## config.mk

```make
export PLATFORM = sky130hd
export DESIGN_NAME = wb_commit_stage
export DESIGN_NICKNAME = d
export VERILOG_FILES = /design/src/rtl/wb_commit_stage_pkg.sv /design/src/rtl/wb_commit_stage_load_align.sv /design/src/rtl/wb_commit_stage.sv
export SDC_FILE = /design/constraint.sdc
export NUM_CORES = 1
export LEC_CHECK = 0
export BUFFER_PORTS_ARGS = -buffer_cell sky130_fd_sc_hd__buf_4
export CELL_PAD_IN_SITES_DETAIL_PLACEMENT = 0
export CELL_PAD_IN_SITES_GLOBAL_PLACEMENT = 2
export CORE_MARGIN = 3
export CORE_UTILIZATION = 26
export DETAILED_ROUTE_END_ITERATION = 6
export MAX_ROUTING_LAYER = met4
export PLACE_DENSITY = 0.76
export SYNTH_ARGS = -nofsm -noshare
export SYNTH_HDL_FRONTEND = slang
export SYNTH_SLANG_ARGS = --single-unit
```

## constraint.sdc

```tcl
create_clock -name clk -period 1.8 [get_ports clk]
set_input_delay 0.36 -clock clk [delete_from_list [all_inputs] [get_ports clk]]
set_output_delay 0.36 -clock clk [all_outputs]
set_load 0.01 [all_outputs]
```

## src/rtl/wb_commit_stage_pkg.sv

```systemverilog
// Shared definitions for the writeback/commit stage: memory-type codes,
// FSM states and the bit layout of the WB control field.
package wb_commit_stage_pkg;

  localparam logic [2:0] MT_LB  = 3'b000;
  localparam logic [2:0] MT_LH  = 3'b001;
  localparam logic [2:0] MT_LW  = 3'b010;
  localparam logic [2:0] MT_LBU = 3'b100;
  localparam logic [2:0] MT_LHU = 3'b101;

  localparam int WE_BIT = 0;
  localparam int RD_LSB = 1;

  typedef enum logic {
    WB_IDLE      = 1'b0,
    WB_WAIT_LOAD = 1'b1
  } wb_state_e;

endpackage

```

## src/rtl/wb_commit_stage_load_align.sv

```systemverilog
// Combinational load aligner: extracts and extends the addressed byte/halfword
// from a raw memory word, and flags misaligned halfword/word accesses.
module load_align
  import wb_commit_stage_pkg::*;
#(
  parameter int size       = 32,
  parameter int MEM_TYPE_W = 3
) (
  input  logic [size-1:0]       rdata,
  input  logic [MEM_TYPE_W-1:0] mem_type,
  input  logic [1:0]            addr_lo,
  output logic [size-1:0]       aligned,
  output logic                  misaligned
);

  logic [size-1:0] shifted;
  logic [15:0]     half;

  assign shifted = rdata >> {addr_lo, 3'b000};
  assign half    = addr_lo[1] ? rdata[31:16] : rdata[15:0];

  // Undefined encodings fall into the default arm and behave as LW.
  always_comb begin
    aligned    = rdata;
    misaligned = 1'b0;
    case (mem_type)
      MT_LB:  aligned = {{(size-8){shifted[7]}}, shifted[7:0]};
      MT_LBU: aligned = {{(size-8){1'b0}}, shifted[7:0]};
      MT_LH: begin
        aligned    = {{(size-16){half[15]}}, half};
        misaligned = addr_lo[0];
      end
      MT_LHU: begin
        aligned    = {{(size-16){1'b0}}, half};
        misaligned = addr_lo[0];
      end
      default: misaligned = (addr_lo != 2'b00);
    endcase
  end

endmodule

```

## src/rtl/wb_commit_stage.sv

```systemverilog
// Writeback commit stage: registers ALU results or aligned load data onto the
// register-file write port. Optional retire counter under WB_RETIRE_CNT_EN.
module wb_commit_stage
  import wb_commit_stage_pkg::*;
#(
  parameter int size       = 32,
  parameter int MEM_TYPE_W = 3
) (
  input  logic                  clk,
  input  logic                  reset,
  input  logic                  valid_i,
  output logic                  ready_o,
  input  logic [4:0]            rd_i,
  input  logic                  we_i,
  input  logic                  md_i,
  input  logic [MEM_TYPE_W-1:0] mem_type_i,
  input  logic [1:0]            addr_lo_i,
  input  logic [size-1:0]       alu_result_i,
  input  logic                  rdata_valid_i,
  input  logic [size-1:0]       rdata_i,
  output logic [5:0]            Control_Signal_WB,
  output logic [size-1:0]       DATA_in_WB,
  output logic                  misalign_o
`ifdef WB_RETIRE_CNT_EN
  ,
  output logic [63:0]           retire_cnt_o
`endif
);

  wb_state_e state_q, state_d;

  logic [4:0]            rd_q, cap_rd;
  logic                  we_q, cap_we, misalign_q;
  logic [size-1:0]       data_q;
  logic [MEM_TYPE_W-1:0] cap_mt;
  logic [1:0]            cap_addr;

  logic                  commit, capture, misalign_d;
  logic [4:0]            commit_rd;
  logic                  commit_we, we_d;
  logic [size-1:0]       commit_data;

  logic [MEM_TYPE_W-1:0] al_mt;
  logic [1:0]            al_addr;
  logic [size-1:0]       al_data;
  logic                  al_misaligned;

  // One aligner serves both uses: misalign check on the incoming request in
  // IDLE, data alignment with the captured request in WAIT_LOAD.
  assign al_mt   = (state_q == WB_IDLE) ? mem_type_i : cap_mt;
  assign al_addr = (state_q == WB_IDLE) ? addr_lo_i  : cap_addr;

  load_align #(.size(size), .MEM_TYPE_W(MEM_TYPE_W)) u_align (
    .rdata      (rdata_i),
    .mem_type   (al_mt),
    .addr_lo    (al_addr),
    .aligned    (al_data),
    .misaligned (al_misaligned)
  );

  always_comb begin
    state_d     = state_q;
    commit      = 1'b0;
    capture     = 1'b0;
    misalign_d  = 1'b0;
    commit_rd   = rd_i;
    commit_we   = we_i;
    commit_data = alu_result_i;
    case (state_q)
      WB_IDLE: begin
        if (valid_i) begin
          if (!md_i) begin
            commit = 1'b1;
          end else if (al_misaligned) begin
            misalign_d = 1'b1;
          end else begin
            capture = 1'b1;
            state_d = WB_WAIT_LOAD;
          end
        end
      end
      WB_WAIT_LOAD: begin
        if (rdata_valid_i) begin
          commit      = 1'b1;
          commit_rd   = cap_rd;
          commit_we   = cap_we;
          commit_data = al_data;
          state_d     = WB_IDLE;
        end
      end
      default: state_d = WB_IDLE;
    endcase
  end

  assign we_d = commit & commit_we & (commit_rd != 5'd0);

  always_ff @(posedge clk or negedge reset) begin
    if (!reset) begin
      state_q    <= WB_IDLE;
      rd_q       <= '0;
      we_q       <= 1'b0;
      data_q     <= '0;
      misalign_q <= 1'b0;
      cap_rd     <= '0;
      cap_we     <= 1'b0;
      cap_mt     <= '0;
      cap_addr   <= '0;
    end else begin
      state_q    <= state_d;
      we_q       <= we_d;
      misalign_q <= misalign_d;
      if (commit) begin
        rd_q   <= commit_rd;
        data_q <= commit_data;
      end
      if (capture) begin
        cap_rd   <= rd_i;
        cap_we   <= we_i;
        cap_mt   <= mem_type_i;
        cap_addr <= addr_lo_i;
      end
    end
  end

  assign ready_o    = (state_q == WB_IDLE);
  assign DATA_in_WB = data_q;
  assign misalign_o = misalign_q;

  always_comb begin
    Control_Signal_WB                 = '0;
    Control_Signal_WB[WE_BIT]         = we_q;
    Control_Signal_WB[RD_LSB +: 5]    = rd_q;
  end

`ifdef WB_RETIRE_CNT_EN
  // Counts in step with the we pulse it accounts for.
  logic [63:0] cnt_q;
  always_ff @(posedge clk or negedge reset) begin
    if (!reset)    cnt_q <= '0;
    else if (we_d) cnt_q <= cnt_q + 64'd1;
  end
  assign retire_cnt_o = cnt_q;
`endif

endmodule

```

## Yosys cells after proc, flatten, opt, wreduce, memory -nomap -nowiden

Cells that the tools add are included.

| storage, ports and cells | value |
|---|---|
| register bits after elaboration | 51 |
| latch bits | 0 |
| bits in writable memories | 0 |
| ROM bits | 0 |
| input bits | 80 |
| logic and storage cells | 46 |
| memories | 0 |

| operators by class | value |
|---|---|
| add/sub/neg operators | 0 |
| multiply operators | 0 |
| divide/modulo/power cells | 0 |
| $lt $le $gt $ge | 0 |
| eq/ne operators | 3 |
| shift-type cells | 1 |
| muxes and demuxes | 25 |
| bitwise logic cells | 3 |
| reduce and logical (&&, ||, !) cells | 5 |

Operators by type and width:

| cell | number |
|---|---|
| $pmux 32 s4 | 1 |
| $mux 32 | 2 |
| $shr 32x5->8 | 1 |
| $mux 16 | 1 |
| $mux 1 | 14 |
| $mux 5 | 2 |
| $eq 3x3->1 const B | 2 |
| $pmux 1 s2 | 3 |
| $reduce_bool 5->1 | 1 |
| $reduce_or 2->1 | 2 |
| $eq 3x1->1 const B | 1 |
| $logic_not 3->1 | 1 |
| $mux 3 | 1 |
| $and 1x1->1 | 2 |
| $mux 2 | 1 |
| $reduce_bool 2->1 | 1 |
| $not 1->1 | 1 |

## Logic depth before layout (Yosys ltp)

Gate-level depths: netlist of the first run.

| depth | value |
|---|---|
| word-level depth | 8 |
| depth in mapped cells | 7 |

## Modules after synthesis

From an unflattened synthesis of the first run, not the netlist that was laid out.

| unflattened totals | value |
|---|---|
| cell total of the unflattened synthesis | 291 |
| area, all modules | 3,315.7 um^2 |

By module, submodules not included:

| module | instances | cells each | area each (um^2) | sequential area each (um^2) |
|---|---|---|---|---|
| wb_commit_stage | 1 | 167 | 2,522.4 | 1,276.2 |
| load_align | 1 | 124 | 793.3 | 0.0 |

## Worst setup path before layout of the first run

Ideal clock, no wire load.

| timing path | value |
|---|---|
| path type | register -> register |
| start point | reg state_q |
| end point | reg cap_addr[0] |
| library setup time | 0.125 ns |
| data arrival time | 1.817 ns |
| required time | 1.675 ns |
| slack | -0.143 ns |
| stages on the path, launching flop included | 8 |
| buffers on the path | 3 |
| cell sequence | dfrtp_1 > buf_6 > or3_4 > and2_4 > buf_6 > a21oi_2 > buf_6 > mux2_4 |

| on the way | value |
|---|---|
| longest elaborated chain between the ends | 8 |
| elaborated cells between the ends (all ways) | 14 |
| classes of those cells | eq/ne (3); mux (7); reduce/logical (4) |

Ends and longest elaborated chain:

| what | line | RTL |
|---|---|---|
| start: declaration | wb_commit_stage.sv:30 | `wb_state_e state_q, state_d;` |
| start signal: assignment | wb_commit_stage.sv:109 | `state_q <= state_d;` |
| $mux 3 | wb_commit_stage.sv:50 | `assign al_mt = (state_q == WB_IDLE) ? mem_type_i : cap_mt;` |
| $eq 3x1->1, or another cell as far along | wb_commit_stage_load_align.sv:26 | `case (mem_type)` |
| $reduce_or 2->1 (no source line) | - |  |
| $pmux 1 s2 | wb_commit_stage_load_align.sv:26 |  |
| $mux 1 | wb_commit_stage.sv:74 | `end else if (al_misaligned) begin` |
| $mux 1 | wb_commit_stage.sv:72 | `if (!md_i) begin` |
| $mux 1 | wb_commit_stage.sv:71 | `if (valid_i) begin` |
| $mux 1 (*) | wb_commit_stage.sv:69 | `case (state_q)` |
| end signal: assignment | wb_commit_stage.sv:120 | `cap_addr <= addr_lo_i;` |
| end: declaration | wb_commit_stage.sv:36 | `logic [1:0] cap_addr;` |

Every way passes the cells marked *; elsewhere a longest branch is shown, timed or not.
A chain may end at the register's enable or synchronous reset.

## Worst setup path after layout of the first run

| timing path | value |
|---|---|
| start point | reg state_q |
| end point | reg cap_addr[1] |

The elaborated chain is that of the path after synthesis.

==> metrics, run 1 <==
critical path launch point type=flip-flop; RSZ-0062 raised after global routing=yes; crit path kind=flip-flop to flip-flop; failing checks=setup timing; synth unique cells=46; largest family of logic cells by synthesized area=compound AO/OA/AOI/OAI gates; Synth Cell Area=3080 um2; DRC violations left=0; Vias=roughly 3300; most frequent cells in the layout=158 x buf_4, 60 x nand2_1, 50 x dfrtp_1; register area=1280 um2; Leakage=2.19 nW; Area growth, synth to finish=64.4%; Post-Synth Adder-Cell Area=0%; HPWL Detailed=8660 um; first-pass GRT wire length=roughly 19000 um; CTS sink count=51; final instance area=roughly 5100 um2; FF-to-FF Start=state_q; area of the die=13200 um2; worst slew pin tran=0.689 ns; post-route antenna net violation count=0; Total Wirelength=12300 um; PwrDens=1280 nW/um2; Yosys warnings=0; Post-Synth Simple-Gate Area=16.2%; Starting Density=26.8%; most common cell after layout, fill and taps aside=buf_4; CTS tree=yes; crit path from=state_q; Synth Instances=318; metal3 WL=between 700 and 800 um; post-synthesis sequential area ratio=41.5%; VDD IR max=630 uV; Iter 0 DRT Violations=187; number of I/O port buffers=119; setup ws final=-0.147 ns; Avg Cell Area, Syn=9.67 um2; GRT overflow=0; DR WL met2=5770 um; antenna violations before repair=0; Max Cap Viol=0; Compound-Gate Fraction of Synth Area=around 26%; nature of the critical path endpoint=flip-flop; die width=115 um; share of layout cells above drive strength 1=52.5%; largest net degree at the start of global routing=52; critical path fanouts, max=8; CTS Buffer Depth=2; htree depth=2; Worst-path clk slew=0.08 ns; ant diodes=0; root buf cell=clkbuf_16; relative slew slack=54.0%; Core Util, Final=between 40% and 50%; post-synthesis mux area share=12.0%; Seq cells post-synth=51; area of the multi-input gates=around 2000 um2; XOR/XNOR share of the synthesized area=0%; placed cell areas=4430 um2; Max Clock Freq=514 MHz; syn nets=398; WP data arrival=2.12 ns; Top Layer Used=met4; type of the worst min-delay path=input port to async pin; CTS buffer count=5; final setup violating endpoints=42; Die Span Y=~110 um; Row Count=39; minimum clock period=1.95 ns; num ports=120; fin crit share=108%; nets@finish=557; worst skew pair latency=approximately 0.3 ns; count of pins over their slew limit=0; GRT Total Usage=a little under a fifth; drt pass-1 iters=4; core box area=between 10000 and 15000 um2; fill count=between 1000 and 1500; status=finished with violations; vias per cell=5.24; vias in the first global route=3357; Data required, critical path=1.97 ns; GPL Wtd Cong=0.862; WL/cell=19.8 um; Hold Violations, Final=0; WL met1=5620 um; clock skew=0.0155 ns
## through the flow
step | TNS, ns | power (W) | std cells | setup slack (ns) | hold WS, ns
after detailed placement | -7.90 | 0.00488 | 600 | -0.535 | 0.462
final | -3.57 | 0.00647 | 621 | -0.147 | 0.108
after floorplan | -1.00 | 0.00345 | 318 | -0.0564 | 0.0644
after global placement | -5.09 | 0.00484 | 600 | -0.407 | 0.459
after global routing | -6.20 | 0.00686 | 621 | -0.199 | 0.174
after CTS | -3.31 | 0.00635 | 617 | -0.127 | 0.142
## state kept, by name, summed over array words and instances (netlist names)
| name | cells |
|---|---|
| misalign_o | 1 |
| cap_we | 1 |
| state_q | 1 |
| cap_mt | 3 |
| DATA_in_WB | 32 |
| cap_addr | 2 |
| rd_q | 5 |
| cap_rd | 5 |
| we_q | 1 |
## cell families (layout without fill, tap and decap cells)
group,count (synthesis),count (layout)
DFF,51,51
buffers and inverters,27,184
and+or+nand+nor,108,110
AOI/OAI and AO/OA,103,103
muxes,29,30
## what timing repair did
action                                  CTS  global route
buffers inserted                          5             5
endpoints found under the setup margin   44            44
hold buffers                              0             0
resized for setup                        38            25
pin swaps                                 8             9
cloned                                    5             0
## final cells by class
type | count | share of cell area [%]
clock inverters | 3 | 0.916
repair buffers | 173 | 28.5
clock buffers | 5 | 2.48
flip-flops and latches | 51 | 25.3
well taps | 143 | 3.54
inverters | 3 | 0.223
multi-input cells | 243 | 39.1
## worst max-delay path, cell delays in order (launching register included)
cell and delay (ns):
dfrtp_2 0.48, buf_6 0.16, or3_4 0.34, and2_4 0.21
a21oi_4 0.18, buf_6 0.16, mux2_4 0.30
## report_power, final
part	total, W	switching [W]	internal (W)
clock network	0.00115	0.000485	0.000663
registers	0.00204	0.000382	0.00166
logic	0.00329	0.00157	0.00172
## worst paths after layout
check | endpoint | slack, ns | cells after the start
max | cap_addr[1] | -0.15 | 6
min | rd_q[4] | 0.11 | 1
max reg2reg | cap_addr[1] | -0.15 | 6
min reg2reg | we_q | 0.50 | 1
max in group asynchronous | state_q | 1.20 | 1
min in group clk | state_q | 0.27 | 2
## metal layers
| metal | global-route usage, % | vias to the layer above |
|---|---|---|
| met5 | - | - |
| met2 | 29.3 | 125 |
| li1 | - | 1534 |
| met4 | 4.30 | 0 |
| met3 | 3.26 | 13 |
| met1 | 25.9 | 1583 |
## Yosys cell counts, drive strengths merged
library cell  number  area (um2)
a31o              16         140
nand2             64         243
a21oi             22         118
nand4b             1        8.76
mux4               1        22.5
o22ai              1        6.26
o2bb2ai            2        17.5
a211o              1        8.76
o32a               1        10.0
nor3b              2        15.0
a221oi             1        8.76
a31oi              6        52.6
mux2              14         191
and3               1        6.26
buf               14        93.8
a32oi             25         219
a22oi              6        45.0
clkbuf            10        37.5
o21bai             1        7.51
nand2b             4        25.0
nor3               8        40.0
nor2b              9        56.3
a221o              1        10.0
o32ai              6        52.6
inv                3        11.3
or3                1        11.3
and2               2        15.0
nor2              10        37.5
or3b               2        17.5
dfrtp             51        1280
nand3              3        15.0
mux2i             14         156
a2111oi            6        52.6
o21ai              8        40.0
nand3b             1        7.51
Power figures use the tool's default switching activity.
==> inputs of run 2 (changes only) <==
- BUFFER_PORTS_ARGS: -buffer_cell sky130_fd_sc_hd__buf_4 -> not set
- CORE_UTILIZATION: 26 -> 30
- DONT_BUFFER_PORTS: not set -> 1
- GPL_TIMING_DRIVEN: not set -> 1
- PLACE_DENSITY: 0.76 -> not set
- PLACE_DENSITY_LB_ADDON: not set -> 0.1
==> run 2 against run 1 <==
Against the previous run: the run still ends with setup timing left; count of clock-buffer cells in the layout unchanged; total power down 22%; routed wire length down 13%; fmax down 0.96%; largest cell class unchanged.
==> metrics, run 2 (synthesis results as in run 1) <==
CTS Buffer Depth=2 (unchanged); Row Count=36 (-7.7%); root buf cell=clkbuf_8; area of the multi-input gates=1750 um2 (-12%); critical path launch point type=flip-flop; RSZ-0062 raised after global routing=yes; antenna violations before repair=0 (unchanged); CTS sink count=51 (unchanged); DRC violations left=0 (unchanged); Critical-path top delay cell=dfrtp_2; type of the worst min-delay path=input port to flip-flop; minimum clock period=1.97 ns (+0.0188 ns); CTS buffer count=5 (unchanged); HPWL Detailed=7800 um (-9.9%); slowest stage delay, CP=0.50 ns (+0.02 ns); max reg flops=32 (unchanged); core box area=9860 um2 (-14%); PwrDens=1340 nW/um2 (+4.6%); WL/cell=22.3 um (+12%); Iter 0 DRT Violations=152 (-19%); most used cell, CP=buf_4; num ports=120 (unchanged); placed cell areas=3530 um2 (-20%); WHS=0.138 ns (+0.0304 ns); Worst-path clk slew=0.09 ns (about the same); CTS tree=yes; htree depth=2 (unchanged); nature of the critical path endpoint=flip-flop; count of pins over their slew limit=0 (unchanged); crit path kind=flip-flop to flip-flop; post-route antenna net violation count=0 (unchanged); most frequent cells in the layout=60 x nand2_1, 50 x dfrtp_1, 34 x buf_4; share of layout cells above drive strength 1=29.6% (-23 points); crit-path cells=buf_4 -> or3b_2 -> buf_4 -> and3_1 -> a211o_1 -> o2bb2ai_1; number of I/O port buffers=0 (-100%); GRT overflow=0 (unchanged); WP data arrival=2.16 ns (+0.04 ns); first-pass GRT wire length=16000 um (-15%); fin crit share=109% (+1.0 points); ant diodes=0 (unchanged); final setup violating endpoints=42 (unchanged); Starting Density=31.2% (+4.4 points); most common cell after layout, fill and taps aside=nand2_1; Hold Violations, Final=0 (unchanged); Die Span Y=107 um (-6.5%); Data required, critical path=2.00 ns (+0.03 ns); Vias=2710 (-17%); vias in the first global route=2792 (-17%); GPL Wtd Cong=0.819 (-4.9%); worst skew pair latency=0.31 ns (about the same); largest net degree at the start of global routing=52 (unchanged); fill count=1006 (-11%); Area growth, synth to finish=22.7%; clock skew=0.0130 ns (-0.00242 ns); status=finished with violations; area of the die=11500 um2 (-13%); relative slew slack=74.5% (+21 points); GRT Total Usage=18.7% (-0.18 points); critical path fanouts, max=7 (-1); VDD IR max=406 uV (-35%); register area=1280 um2 (unchanged); final instance area=3770 um2 (-25%); Max Cap Viol=0 (unchanged); setup ws final=-0.166 ns (-0.0188 ns); nets@finish=427 (-23%); drt pass-1 iters=4 (unchanged); Total Wirelength=10700 um (-13%); worst slew pin tran=0.372 ns (-0.317 ns); vias per cell=5.63 (+7.5%); Leakage=1.50 nW (-32%); Max Clock Freq=509 MHz (-0.96%); failing checks=setup timing; die width=107 um (-6.5%)
-- run 2: metal layers --
layer	global-route usage [%]	part of all wire [%]	wire, um	vias up
li1	-	-	-	1266
met1	24.4	45	4830	1360
met2	29.5	48	5120	74
met3	5.22	6.2	660	10
met4	3.29	0.92	99	0
met5	-	0	0	-
-- run 2: timing repair --
action                                  in CTS  in global routing
endpoints found under the hold margin       51                  0
resized for setup                            5                 16
hold buffers                                 2                  0
gates cloned                                 0                  1
endpoints found under the setup margin      44                 44
setup buffers                                2                  2
pin swaps                                    3                  2
-- run 2: where the power goes --
group / switching (W) / internal [W] / leakage (nW) / total, W
Sequential: 0.000584 / 0.00165 / 0.614 / 0.00224
Clock: 0.000436 / 0.000420 / 0.0548 / 0.000856
Combinational: 0.000984 / 0.000976 / 0.829 / 0.00196
Total: 0.00200 / 0.00305 / 1.50 / 0.00505
-- run 2: cell type report --
| type | count | area share [%] |
|---|---|---|
| inverter | 3 | 0.299 |
| clock inverter | 3 | 1.23 |
| tap | 133 | 4.41 |
| timing repair buffer | 45 | 12.1 |
| sequential | 51 | 33.9 |
| clock buffer | 5 | 1.82 |
| multi-input combinational | 241 | 46.3 |
-- run 2: worst paths after layout --
kind / cells after the start / startpoint / end / slack (ns)
hold / removal: 1 / rdata_valid_i / state_q / 0.14
max in group asynchronous: 2 / reset / state_q / 0.96
setup / recovery: 6 / state_q / DATA_in_WB[1] / -0.17
setup reg to reg: 6 / state_q / DATA_in_WB[1] / -0.17
min in group asynchronous: 2 / reset / DATA_in_WB[2] / 0.59
hold reg to reg: 1 / cap_we / we_q / 0.50
-- run 2: through the flow --
step	setup slack, ns	power [W]	std cells	TNS (ns)	util, %
2_1_floorplan	-0.0564	0.00345	318	-1.00	-
3_3_place_gp	-0.233	0.00411	466	-6.85	35.7
3_5_place_dp	-0.275	0.00412	466	-8.20	35.7
4_1_cts	-0.152	0.00506	478	-4.34	37.5
5_1_grt	-0.278	0.00541	481	-6.37	38.2
6_report	-0.166	0.00505	481	-3.85	38.2
-- run 2: worst max-delay path: cells and delay by family (launching register included) --
kind | cells | cell delay [ns]
DFF | 1 | 0.50
buffers and inverters | 2 | 0.32
AOI/OAI and AO/OA | 2 | 0.38
and+or+nand+nor | 2 | 0.66
